### config.mk
export PLATFORM = sky130hd
export DESIGN_NAME = hazard_ctrl_unit
export DESIGN_NICKNAME = d
export VERILOG_FILES = /design/src/rtl/hazard_pkg.sv /design/src/rtl/hazard_ctrl_unit_sat_counter.sv /design/src/rtl/hazard_ctrl_unit.sv
export SDC_FILE = /design/constraint.sdc
export NUM_CORES = 1
export LEC_CHECK = 0
export CAP_MARGIN = 5
export CORE_MARGIN = 4
export CORE_UTILIZATION = 49
export DETAILED_ROUTE_END_ITERATION = 8
export PLACE_DENSITY = 0.84
export SYNTH_ARGS = -nofsm -noshare
export SYNTH_HDL_FRONTEND = slang
export SYNTH_SLANG_ARGS = --single-unit
### constraint.sdc
create_clock -name clk_i -period 3.5 [get_ports clk_i]
set_input_delay 0.7 -clock clk_i [delete_from_list [all_inputs] [get_ports clk_i]]
set_output_delay 0.7 -clock clk_i [all_outputs]
set_load 0.01 [all_outputs]
### src/rtl/hazard_pkg.sv
// Shared types and helpers for the pipeline hazard controller.
package hazard_pkg;

  typedef enum logic [0:0] {StRun, StHold} state_e;

  // Register specifiers are zero-extended to this width before matching.
  localparam int unsigned RegMaxW = 32;
  localparam logic [RegMaxW-1:0] REG_ZERO = '0;

  function automatic logic reg_match(input logic use_src,
                                     input logic [RegMaxW-1:0] src,
                                     input logic [RegMaxW-1:0] dst);
    return use_src && (src != REG_ZERO) && (src == dst);
  endfunction

endpackage

### src/rtl/hazard_ctrl_unit_sat_counter.sv
// Saturating up-counter with synchronous clear; holds at all-ones.
module sat_counter #(
  parameter int unsigned Width = 32
) (
  input  logic             clk_i,
  input  logic             rst_i,
  input  logic             clr_i,
  input  logic             inc_i,
  output logic [Width-1:0] count_o
);

  logic [Width-1:0] count_q, count_d;

  always_comb begin
    count_d = count_q;
    if (clr_i) begin
      count_d = '0;
    end else if (inc_i && (count_q != '1)) begin
      count_d = count_q + Width'(1);
    end
  end

  always_ff @(posedge clk_i or posedge rst_i) begin
    if (rst_i) begin
      count_q <= '0;
    end else begin
      count_q <= count_d;
    end
  end

  assign count_o = count_q;

endmodule

### src/rtl/hazard_ctrl_unit.sv
// Load-use / branch-in-ID hazard detection with a multi-cycle load stall,
// pipeline register enables, IF/ID flush and a stall-cycle counter.
module hazard_ctrl_unit
  import hazard_pkg::*;
#(
  parameter int unsigned REG_AW       = 5,
  parameter int unsigned LOAD_LAT     = 1,
  parameter bit          BRANCH_IN_ID = 1'b1,
  parameter int unsigned CNT_W        = 32
) (
  input  logic              clk_i,
  input  logic              rst_i,
  input  logic [REG_AW-1:0] ifid_rs_i,
  input  logic [REG_AW-1:0] ifid_rt_i,
  input  logic              ifid_use_rs_i,
  input  logic              ifid_use_rt_i,
  input  logic              ifid_branch_i,
  input  logic              branch_taken_i,
  input  logic              idex_mem_read_i,
  input  logic              idex_reg_write_i,
  input  logic [REG_AW-1:0] idex_dst_i,
  input  logic              exmem_mem_read_i,
  input  logic [REG_AW-1:0] exmem_dst_i,
  output logic              stall_o,
  output logic              pc_write_o,
  output logic              ifid_write_o,
  output logic              idex_bubble_o,
  output logic              ifid_flush_o,
  output logic [CNT_W-1:0]  stall_cnt_o
);

  localparam int unsigned RemW = $clog2(LOAD_LAT + 1);

  state_e          state_q, state_d;
  logic [RemW-1:0] rem_q, rem_d;
  logic            match_idex, match_exmem;
  logic            lu, br, stall;

  assign match_idex =
      reg_match(ifid_use_rs_i, RegMaxW'(ifid_rs_i), RegMaxW'(idex_dst_i)) |
      reg_match(ifid_use_rt_i, RegMaxW'(ifid_rt_i), RegMaxW'(idex_dst_i));
  assign match_exmem =
      reg_match(ifid_use_rs_i, RegMaxW'(ifid_rs_i), RegMaxW'(exmem_dst_i)) |
      reg_match(ifid_use_rt_i, RegMaxW'(ifid_rt_i), RegMaxW'(exmem_dst_i));

  assign lu = idex_mem_read_i & match_idex;
  assign br = BRANCH_IN_ID & ifid_branch_i &
              ((idex_reg_write_i & match_idex) | (exmem_mem_read_i & match_exmem));

  always_comb begin
    state_d = state_q;
    rem_d   = rem_q;
    stall   = 1'b0;
    unique case (state_q)
      StRun: begin
        stall = lu | br;
        if (lu && (LOAD_LAT > 1)) begin
          rem_d   = RemW'(LOAD_LAT - 1);
          state_d = StHold;
        end
      end
      StHold: begin
        // ID/EX already holds the bubble, so inputs are not trusted here.
        stall = 1'b1;
        rem_d = rem_q - RemW'(1);
        if (rem_q == RemW'(1)) begin
          state_d = StRun;
        end
      end
      default: state_d = StRun;
    endcase
    if (rst_i) begin
      stall = 1'b0;
    end
  end

  always_ff @(posedge clk_i or posedge rst_i) begin
    if (rst_i) begin
      state_q <= StRun;
      rem_q   <= '0;
    end else begin
      state_q <= state_d;
      rem_q   <= rem_d;
    end
  end

  assign stall_o       = stall;
  assign pc_write_o    = ~stall;
  assign ifid_write_o  = ~stall;
  assign idex_bubble_o = stall;
  // A taken branch seen during a stall has stale operands; it re-resolves later.
  assign ifid_flush_o  = BRANCH_IN_ID & branch_taken_i & ~stall & ~rst_i;

  sat_counter #(
    .Width(CNT_W)
  ) u_stall_cnt (
    .clk_i  (clk_i),
    .rst_i  (rst_i),
    .clr_i  (1'b0),
    .inc_i  (stall),
    .count_o(stall_cnt_o)
  );

endmodule

==> impl_metrics.toml, run 1 <==
[synth]
synthCells = 195
yosysTopAreaCell = "dfrtp_1"
synth_top_family_by_area = "simple AND/OR/NAND/NOR gates"
synth_cell_types = 38
synthSimpleGateAreaFrac = 0.311
synth_top_area_frac = 0.413
synth-xor-area-share = 0.221
synth_compound_area_frac = 0.0158
synthesis.area_um2 = 2060
synth_mux_area_frac = 0.00547
synth-seq-cells = 34
synthesis.nets = 225
yosys.area_share.adder = 0.00608
synth_area_per_cell_um2 = 10.6
yosysSeqAreaShare = 0.413
yosys_warnings = 0
synth_area_leaders = "dfrtp_1 41%, xnor2_1 13%, xor2_1 8.9%"

[placement]
place_congestion = 0.825
pre_cts_ws_ps = -188
dp.final_hpwl_um = 3930
port_buffers = 65

[clock_network]
cts_tree = "built"
clock_sinks = 34
clock_latency_ps = 290
cts.reportedPaths.clkPinSlew_ps = 60
hold_buffers = 0
cts-root-buf = "clkbuf_8"
max-clock-path-buffers = 2
numCtsBuffers = 5
cts_max_level = 2

[power_and_ir_drop]
power_frac_clock = 0.343
leakage_uw = 0.00126
combPwrFrac = 0.178
internal-power_uw = 657
power_density_nw_per_um2 = 305
switchingPower_uw = 230
seq_power_share = 0.480
p_sw_frac = 0.260
ir_worst_vdd_uv = 199

[critical_path]
end_kind = "output port"
r2r_setup_slack_ps = 1220
critPathMaxStageDelay_ps = 570
cp.arrival_ps = 2660
r2r-end = "u_stall_cnt.count_o[1]"
worst-setup-path-type = "in -> out"
critPathMaxFanout = 3
rr_startpoint = "u_stall_cnt.count_o[6]"
crit_chain = "clkdlybuf4s50_1, or4_1, o21ai_2, nor4_1, a31oi_1, o21ai_2, nand2_1, inv_1, dlygate4sd2_1"
start_kind = "primary input"
cpMostUsedCell = "o21ai_2"
crit_required_ps = 2800
crit_slowest_cell = "or4_1"
worstRegToRegCells = 7

[timing]
setup_ws_ps = 141
fmax_mhz = 298
tightest_slew_ps = 472
finalSetupTns_ps = 0
rsz0062_at_grt = "false"
slew_headroom = 0.683
min_period_ps = 3360
setup_viol = 0
slew_viol_final = 0
fin_crit_sh = 0.960
clock_skew_ps = 12.8
hold_violations = 0

[min_path]
min_from = "rem_q"
min_to = "state_q"
whs_path_depth = 1
hp-class = "reg -> reg"

[floorplan]
die_y_um = 72.8
dieArea_um2 = 5300
io_pins = 66
core.rowCount = 23
die_w_um = 72.8
start_util = 0.511
core_um2 = 4030

[layout]
syn_to_final_growth_pct = 41.1
layout-drive-gt1-share = 0.140
final_util = 0.721
antenna_cells = 0
n_fill_cell = 315
layout.nets = 301

[drt]
via_per_inst = 5.55
avgRoutedWirePerCell_um = 16.2
num_vias = 1786
drt_iter0_drc = 126
drtAntennaViolNets = 0
firstDrtPassIters = 6
route.detailed.drc = 0
wirelength_um = 5210

[global_route]
grt_pass1_wl_um = 8640
gr-total-overflow = 0
grt_max_degree = 36
antenna_found_initial = 0
grt_pass1_vias = 1812
track_usage = 0.210

[flow_run]
drv_cap = 0

[outcome]
status = "completed"
==> stage by stage <==
stage	hold WS, ps	area (um^2)	instances	total power (uW)
after global placement	426	2810	314	588
after detailed placement	437	2810	314	592
after CTS	447	2910	322	895
after floorplan	422	2060	195	495
final	449	2910	322	887
after global routing	464	2910	322	927
==> cell usage in the layout, fill, tap and decap left out, drive strengths merged <==
cell	instances
xor2	21
dlygate4sd2	4
buf	12
clkdlybuf4s50	60
or4	3
inv	2
mux2	1
nor3	3
nand4	15
ha	1
nor4b	5
clkinvlp	1
and3	11
and4b	1
xnor2	31
a31oi	1
clkinv	1
nor4	7
a21o	1
dfrtp	34
nand3	16
clkbuf	7
and2	1
o21ai	3
nor2	4
nor2b	1
nand2b	1
nor3b	6
nand2	14
and4	3
nand3b	1
==> kinds of logic (layout without fill, tap and decap cells) <==
logic type,Yosys count,in the layout
flops,34,34
simple gates,92,92
fa+ha+maj,1,1
mux,1,1
buf+inv,10,87
xor+xnor,52,52
compound gates,5,5
==> power by group through the flow <==
stage,clock network [uW],registers [uW],logic [uW]
final,304,425,158
after global routing,331,426,170
after CTS,310,425,159
after detailed placement,0,433,159
after global placement,0,432,155
after floorplan,0,438,57.5
==> synth_stat cells <==
master,count
ha_1,1
buf_2,3
nor2_2,2
nand3b_1,1
nand3_1,14
nor3b_1,6
and2_1,1
dfrtp_1,34
nand4_1,13
or4_1,3
nand2_1,14
and3_1,10
nor4b_4,1
buf_4,2
xor2_1,21
o21ai_2,1
nor3_2,1
clkbuf_1,2
and4b_1,1
and3_2,1
nor4_4,2
nand3_2,2
nor3_1,2
nand2b_1,1
buf_6,1
mux2_1,1
nor2b_1,1
nand4_2,2
xnor2_1,31
nor4b_1,1
a21o_1,1
nor2_1,2
nor4b_2,3
and4_1,3
inv_1,2
a31oi_1,1
o21ai_1,2
nor4_1,5
==> critical path: cells and delay by family <==
kind,cells,cell delay (ps)
compound gates,3,450
buf+inv,3,740
simple gates,3,760
==> registers in the layout (all words and copies together) (netlist names) <==
name,flops
rem_q,1
state_q,1
u_stall_cnt.count_o,32
==> how the worst max path moves through the flow <==
| stage | to | slack, ps | startpoint |
|---|---|---|---|
| floorplan | stall_o | 500 | ifid_rt_i[1] |
| global placement | ifid_flush_o | -140 | ifid_rt_i[1] |
| detailed placement | ifid_flush_o | -190 | ifid_rs_i[1] |
| CTS | ifid_flush_o | 120 | ifid_rs_i[1] |
| global route | idex_bubble_o | 40 | ifid_rt_i[2] |
| finish | stall_o | 140 | ifid_rt_i[1] |
==> layout make-up <==
type,count,area (um^2),share of cell area
multi-input cells,151,1160,0.399
flip-flops and latches,34,851,0.293
repair buffers,77,731,0.251
clock buffers,6,82.6,0.0284
well taps,50,62.6,0.0215
clock inverters,2,12.5,0.00430
inverters,2,7.51,0.00258
==> repair_timing <==
| action | in CTS | in global routing |
|---|---|---|
| resized for setup | 7 | 3 |
| setup endpoints to repair | 5 | 1 |
| setup buffers | 0 | 0 |
==> layer usage <==
layer  track usage  part of all wire  vias up
li1              -                 -      847
met1         0.264              0.41      869
met2         0.347              0.51       56
met3        0.0551             0.045       14
met4        0.0799             0.028        0
met5             0                 0        -
Power figures use the tool's default switching activity.
==> run 2: changes to the inputs <==
--- a/config.mk
+++ b/config.mk
@@ -11,4 +11,5 @@
 export DETAILED_ROUTE_END_ITERATION = 8
 export PLACE_DENSITY = 0.84
+export RECOVER_POWER = 50
 export SYNTH_ARGS = -nofsm -noshare
 export SYNTH_HDL_FRONTEND = slang
==> constraint.sdc (replaced) <==
create_clock -name clk_i -period 3.5 [get_ports clk_i]
set_input_delay 0.7 -clock clk_i [delete_from_list [all_inputs] [get_ports clk_i]]
set_output_delay 0.7 -clock clk_i [all_outputs]
set_load 0.02 [all_outputs]
==> run 2 against run 1 <==
Effect of this change:
- the flow now finishes with violations (capacitance limit, slew limit)
- final cell count stayed put
- fmax shrank 0.32%
- worst hold slack improved by 3.3 ps
- cell area grew 0.77%
- clock skew decreased by 6.5 ps
- first-iteration DRC count shrank 10%
- die area unchanged
- sequential share of layout area decreased by 0.23 points
- routed wire length down 5.0%
==> impl_metrics.toml, run 2 (synthesis results as in run 1) <==
[critical_path]
start_kind = "primary input"
cp-startpoint = "ifid_rs_i[1]"
crit_required_ps = 2800
r2r-end = "u_stall_cnt.count_o[1]"
r2r_setup_slack_ps = 1300
worst-setup-path-type = "in -> out"
critPathMaxFanout = 3
end_kind = "output port"
rr_startpoint = "u_stall_cnt.count_o[6]"
worstRegToRegCells = 7
cp.arrival_ps = 2670

[drt]
wl_met1_um = 2070
drt_iter0_drc = 113
firstDrtPassIters = 4
wirelength_um = 4950
route.detailed.drc = 0
via_per_inst = 5.49
wl_met3_um = 221
wl_met2_um = 2580
drtAntennaViolNets = 0
avgRoutedWirePerCell_um = 15.4
num_vias = 1769
top_layer = "met4"

[global_route]
grt_pass1_wl_um = 8310
grt_pass1_vias = 1778
grt_max_degree = 36
antenna_found_initial = 0
track_usage = 0.199
gr-total-overflow = 0

[clock_network]
cts-root-buf = "clkbuf_8"
max-clock-path-buffers = 2
clock_latency_ps = 280
cts.reportedPaths.clkPinSlew_ps = 60
cts_max_level = 2
cts_tree = "built"
numCtsBuffers = 5
clock_sinks = 34

[layout]
layout_commonest_cell = "clkdlybuf4s50_1"
syn_to_final_growth_pct = 42.2
finalInstanceArea_um2 = 2930
final_cell_mix = "44 x clkdlybuf4s50_1, 34 x dfrtp_1, 31 x xnor2_1, 21 x xor2_1, 16 x dlygate4sd3_1"
layout.nets = 302
layout-drive-gt1-share = 0.136
antenna_cells = 0
largest_register_ffs = 32
n_fill_cell = 310

[timing]
fin_crit_sh = 0.963
slew_viol_final = 36
setup_ws_ps = 130
hold_violations = 0
finalSetupTns_ps = 0
clock_skew_ps = 6.31
tightest_slew_ps = 1830
fmax_mhz = 297
slew_headroom = -0.219
min_period_ps = 3370
setup_viol = 0

[placement]
pre_cts_ws_ps = -280
port_buffers = 65
dp.final_hpwl_um = 3790
dpl_cell_area_um2 = 2810
place_congestion = 0.826

[min_path]
min_from = "rem_q"
min_to = "state_q"
hp-class = "reg -> reg"
whs_path_depth = 1

[power_and_ir_drop]
power_density_nw_per_um2 = 325
leakage_uw = 0.00131
power_uw = 953
ir_worst_vdd_uv = 236

[floorplan]
die_w_um = 72.8
core_um2 = 4030
dieArea_um2 = 5300
io_pins = 66
start_util = 0.511
core.rowCount = 23
die_y_um = 72.8

[flow_run]
drv_cap = 1

[outcome]
status = "complete, but fails checks"
violations = "capacitance limit, slew limit"
run 2: where the power goes:
part           switching [uW]  internal [uW]
registers                16.7            408
clock network             136            228
logic                    79.2           86.0
total                     232            722
run 2: worst max-delay path by stage:
stage	endpoint	slack, ps	cells after the start
floorplan	stall_o	340	9
global placement	ifid_flush_o	-210	8
detailed placement	ifid_flush_o	-280	8
CTS	ifid_flush_o	8	8
global route	ifid_flush_o	-5	8
finish	pc_write_o	130	8
run 2: per-layer routing:
| layer | track usage | up-vias |
|---|---|---|
| met5 | 0 | - |
| met4 | 0.0656 | 0 |
| met3 | 0.0372 | 8 |
| met2 | 0.338 | 42 |
| met1 | 0.256 | 868 |
| li1 | - | 851 |
run 2: area by class of cell:
| cell class | count | area (um^2) | area share |
|---|---|---|---|
| inverter | 2 | 7.51 | 0.00256 |
| clock buffer | 6 | 82.6 | 0.0282 |
| multi-input combinational | 151 | 1160 | 0.396 |
| sequential | 34 | 851 | 0.290 |
| clock inverter | 1 | 30.0 | 0.0103 |
| tap | 50 | 62.6 | 0.0214 |
| timing repair buffer | 78 | 737 | 0.252 |
run 2: through the flow:
stage,cells,hold WS (ps),utilization
final,322,452,0.727
after global routing,322,466,0.727
after CTS,321,454,0.725
after detailed placement,314,438,0.698
after global placement,314,426,0.698
after floorplan,195,422,-
run 2: critical path, stage by stage:
cell and delay [ps]:
clkdlybuf4s50_1 430, or4_1 550, o21ai_2 150, nor4_1 80
nor3_2 210, o21ai_2 120, nand2_2 90, dlygate4sd2_1 340
run 2: repair_timing:
action | in CTS | in global routing
pin swaps | 0 | 1
setup buffers | 0 | 1
resized for setup | 6 | 6
hold buffers | 0 | 0
endpoints found under the setup margin | 5 | 5
==> RTL change, RTL diff (config.mk and constraints of run 1) <==
`LOAD_LAT`: 1 -> 2.
--- a/src/rtl/hazard_ctrl_unit.sv
+++ b/src/rtl/hazard_ctrl_unit.sv
@@ -6,3 +6,3 @@
   parameter int unsigned REG_AW       = 5,
-  parameter int unsigned LOAD_LAT     = 1,
+  parameter int unsigned LOAD_LAT     = 2,
   parameter bit          BRANCH_IN_ID = 1'b1,
Behaviour: not the same (Yosys sat finds a counterexample within 4 cycles, from zero or initial values and one cycle with rst_i high).
==> RTL change against run 1 <==
- setup slack got worse by 60 ps
- sequential cell count increased by 1
- area after synthesis increased by 3.2%
- register-to-register slack got worse by 140 ps
- global-route usage increased by 1.2 points
- routed wire length increased by 9.2%
- first-iteration DRC count decreased by 8.7%
- via count increased by 8.0%
- count of clock-buffer cells in the layout increased by 2
- design area increased by 4.7%
- largest cell class unchanged
Power is not compared: it rests on default switching activity, and its combinational part moved more than twofold at a synthesized area within 25%.
==> RTL change: results (changes against run 1) <==
status=finished clean; vias in the first global route=1918 (+5.8%); Vias/cell=5.524 (-0.40%); Fillers=313 (-0.63%); post-synthesis cell type count=37 (-2.6%); Slew headroom=48.67% (-20 points); Sequential Power=0.496 mW; DP HPWL=4241 um (+8.0%); placed insts=340 (+8.3%); number of flip-flops under the largest register name=32 (unchanged); final wirelength=5693 um (+9.2%); synth top area cells=dfrtp_1 (41%), xnor2_1 (16%), nand3_1 (4.9%), xor2_1 (4.5%), nand4_1 (3.5%); crit-path leading delay family=simple AND/OR/NAND/NOR gates; initial antenna violation count=0 (unchanged); R2R Setup Slk=1080 ps (-140 ps); first-pass GRT wire length=9287 um (+7.5%); Logic power comb=0.366 mW; internal power=0.8184 mW; reg2reg end=u_stall_cnt.count_o[8]$_DFFE_PP0P_; asr flop ratio synth=100.0% (unchanged); Seq/Total Area, Yosys=41.22% (-0.087 points); GR Util All Layers=22.25% (+1.2 points); Net Count, Synth=246 (+9.3%); Num CTS Buffers=5 (unchanged); clock skew=4.336 ps (-8.429 ps); Cell Area, Placed=2924 um^2 (+3.9%); wire per inst=16.31 um (+0.76%); Setup TNS=0 ps (unchanged); TritonRoute pass-1 iters=5 (-1); fin nets=329 (+9.3%); Skew-Pair Late Insertion Delay=290 ps (about the same); hold depth=1 (unchanged); Clk pin slew, worst setup/hold paths=70 ps; Resized Gates After CTS=8 (+1); r2r startpoint=u_stall_cnt.count_o[0]$_DFFE_PP0P_; leakage=1.249 nW; largest net degree at the start of global routing=41 (+14%); Critical Path AT=2720 ps (+60 ps); Hold Slack=486.9 ps (+38.28 ps); share of cells above drive strength 1=13.71% (-0.26 points); Port-buffer cells=65 (unchanged); synthesized area per cell=9.882 um^2 (-6.4%); drt initial violations=115 (-8.7%); commonest cells in the netlist=xnor2_1 (40), dfrtp_1 (35), nand3_1 (21), nand2_1 (17), nand4_1 (12); slowest cell on the critical path=or4_4; maximum VDD drop=0.2603 mV; hold endpoint=rem_q[0]$_DFFE_PP0P_; diode count=0 (unchanged); Setup Fix Bufs, Post-CTS=1 (+1); hold_sp=rem_q[0]$_DFFE_PP0P_; Critical Path Max Stage Delay=550 ps (-20 ps); Hold Crit Class=register to register; RePlAce Congestion=0.8815 (+6.9%); CTS max path bufs=2 (unchanged)
==> RTL change: cell count changes in the layout (fill, tap and decap cells not counted), sizes merged, moves of 3 or more <==
cell,before,now
xor2,21,11
xnor2,31,40
nor2,4,12
buf,12,19
nand3,16,22
inv,2,6
nand2,14,17
nor3b,6,3
==> RTL change: cell type report <==
type	instances	area, um^2	area share, %
Inverter	6	22.52	0.7398
Tap cell	50	62.56	2.055
Clock buffer	8	100.1	3.288
Sequential cell	35	875.8	28.77
Multi-Input combinational cell	166	1194	39.21
Timing Repair Buffer	84	789.5	25.94
==> RTL change: metrics by stage <==
| stage | power, mW | worst slack (ps) |
|---|---|---|
| after global placement | 0.8550 | -212.3 |
| after CTS | 1.191 | 12.87 |
| final | 1.186 | 81.11 |
| after floorplan | 0.6945 | 514.0 |
| after detailed placement | 0.8647 | -247.1 |
| after global routing | 1.249 | 2.569 |
==> RTL change: cell families (layout without fill, tap and decap cells) <==
logic type	count (synthesis)	after routing	synth area share [%]
compound gates	8	8	2.356
xor+xnor	51	51	21.02
fa+ha+maj	2	2	1.178
buf+inv	14	98	3.356
flops	35	35	41.22
mux	1	1	0.7065
simple gates	104	104	30.15
==> RTL change: layer usage <==
layer	wire, um	track usage (%)	vias up
met5	0	0	-
met4	61	6.036	0
met3	259	5.609	8
met2	2844	35.93	61
met1	2529	29.58	930
li1	-	-	929
==> RTL change: worst max path at each step <==
stage                      start            to  slack [ps]  cells after the start
floorplan           ifid_rs_i[1]       stall_o         510                      9
global placement    ifid_rs_i[1]  ifid_flush_o        -210                      8
detailed placement  ifid_rs_i[1]    pc_write_o        -250                      9
CTS                 ifid_rs_i[1]  ifid_flush_o          10                      9
global route        ifid_rs_i[1]  ifid_flush_o           3                      9
finish              ifid_rs_i[1]  ifid_flush_o          80                      9
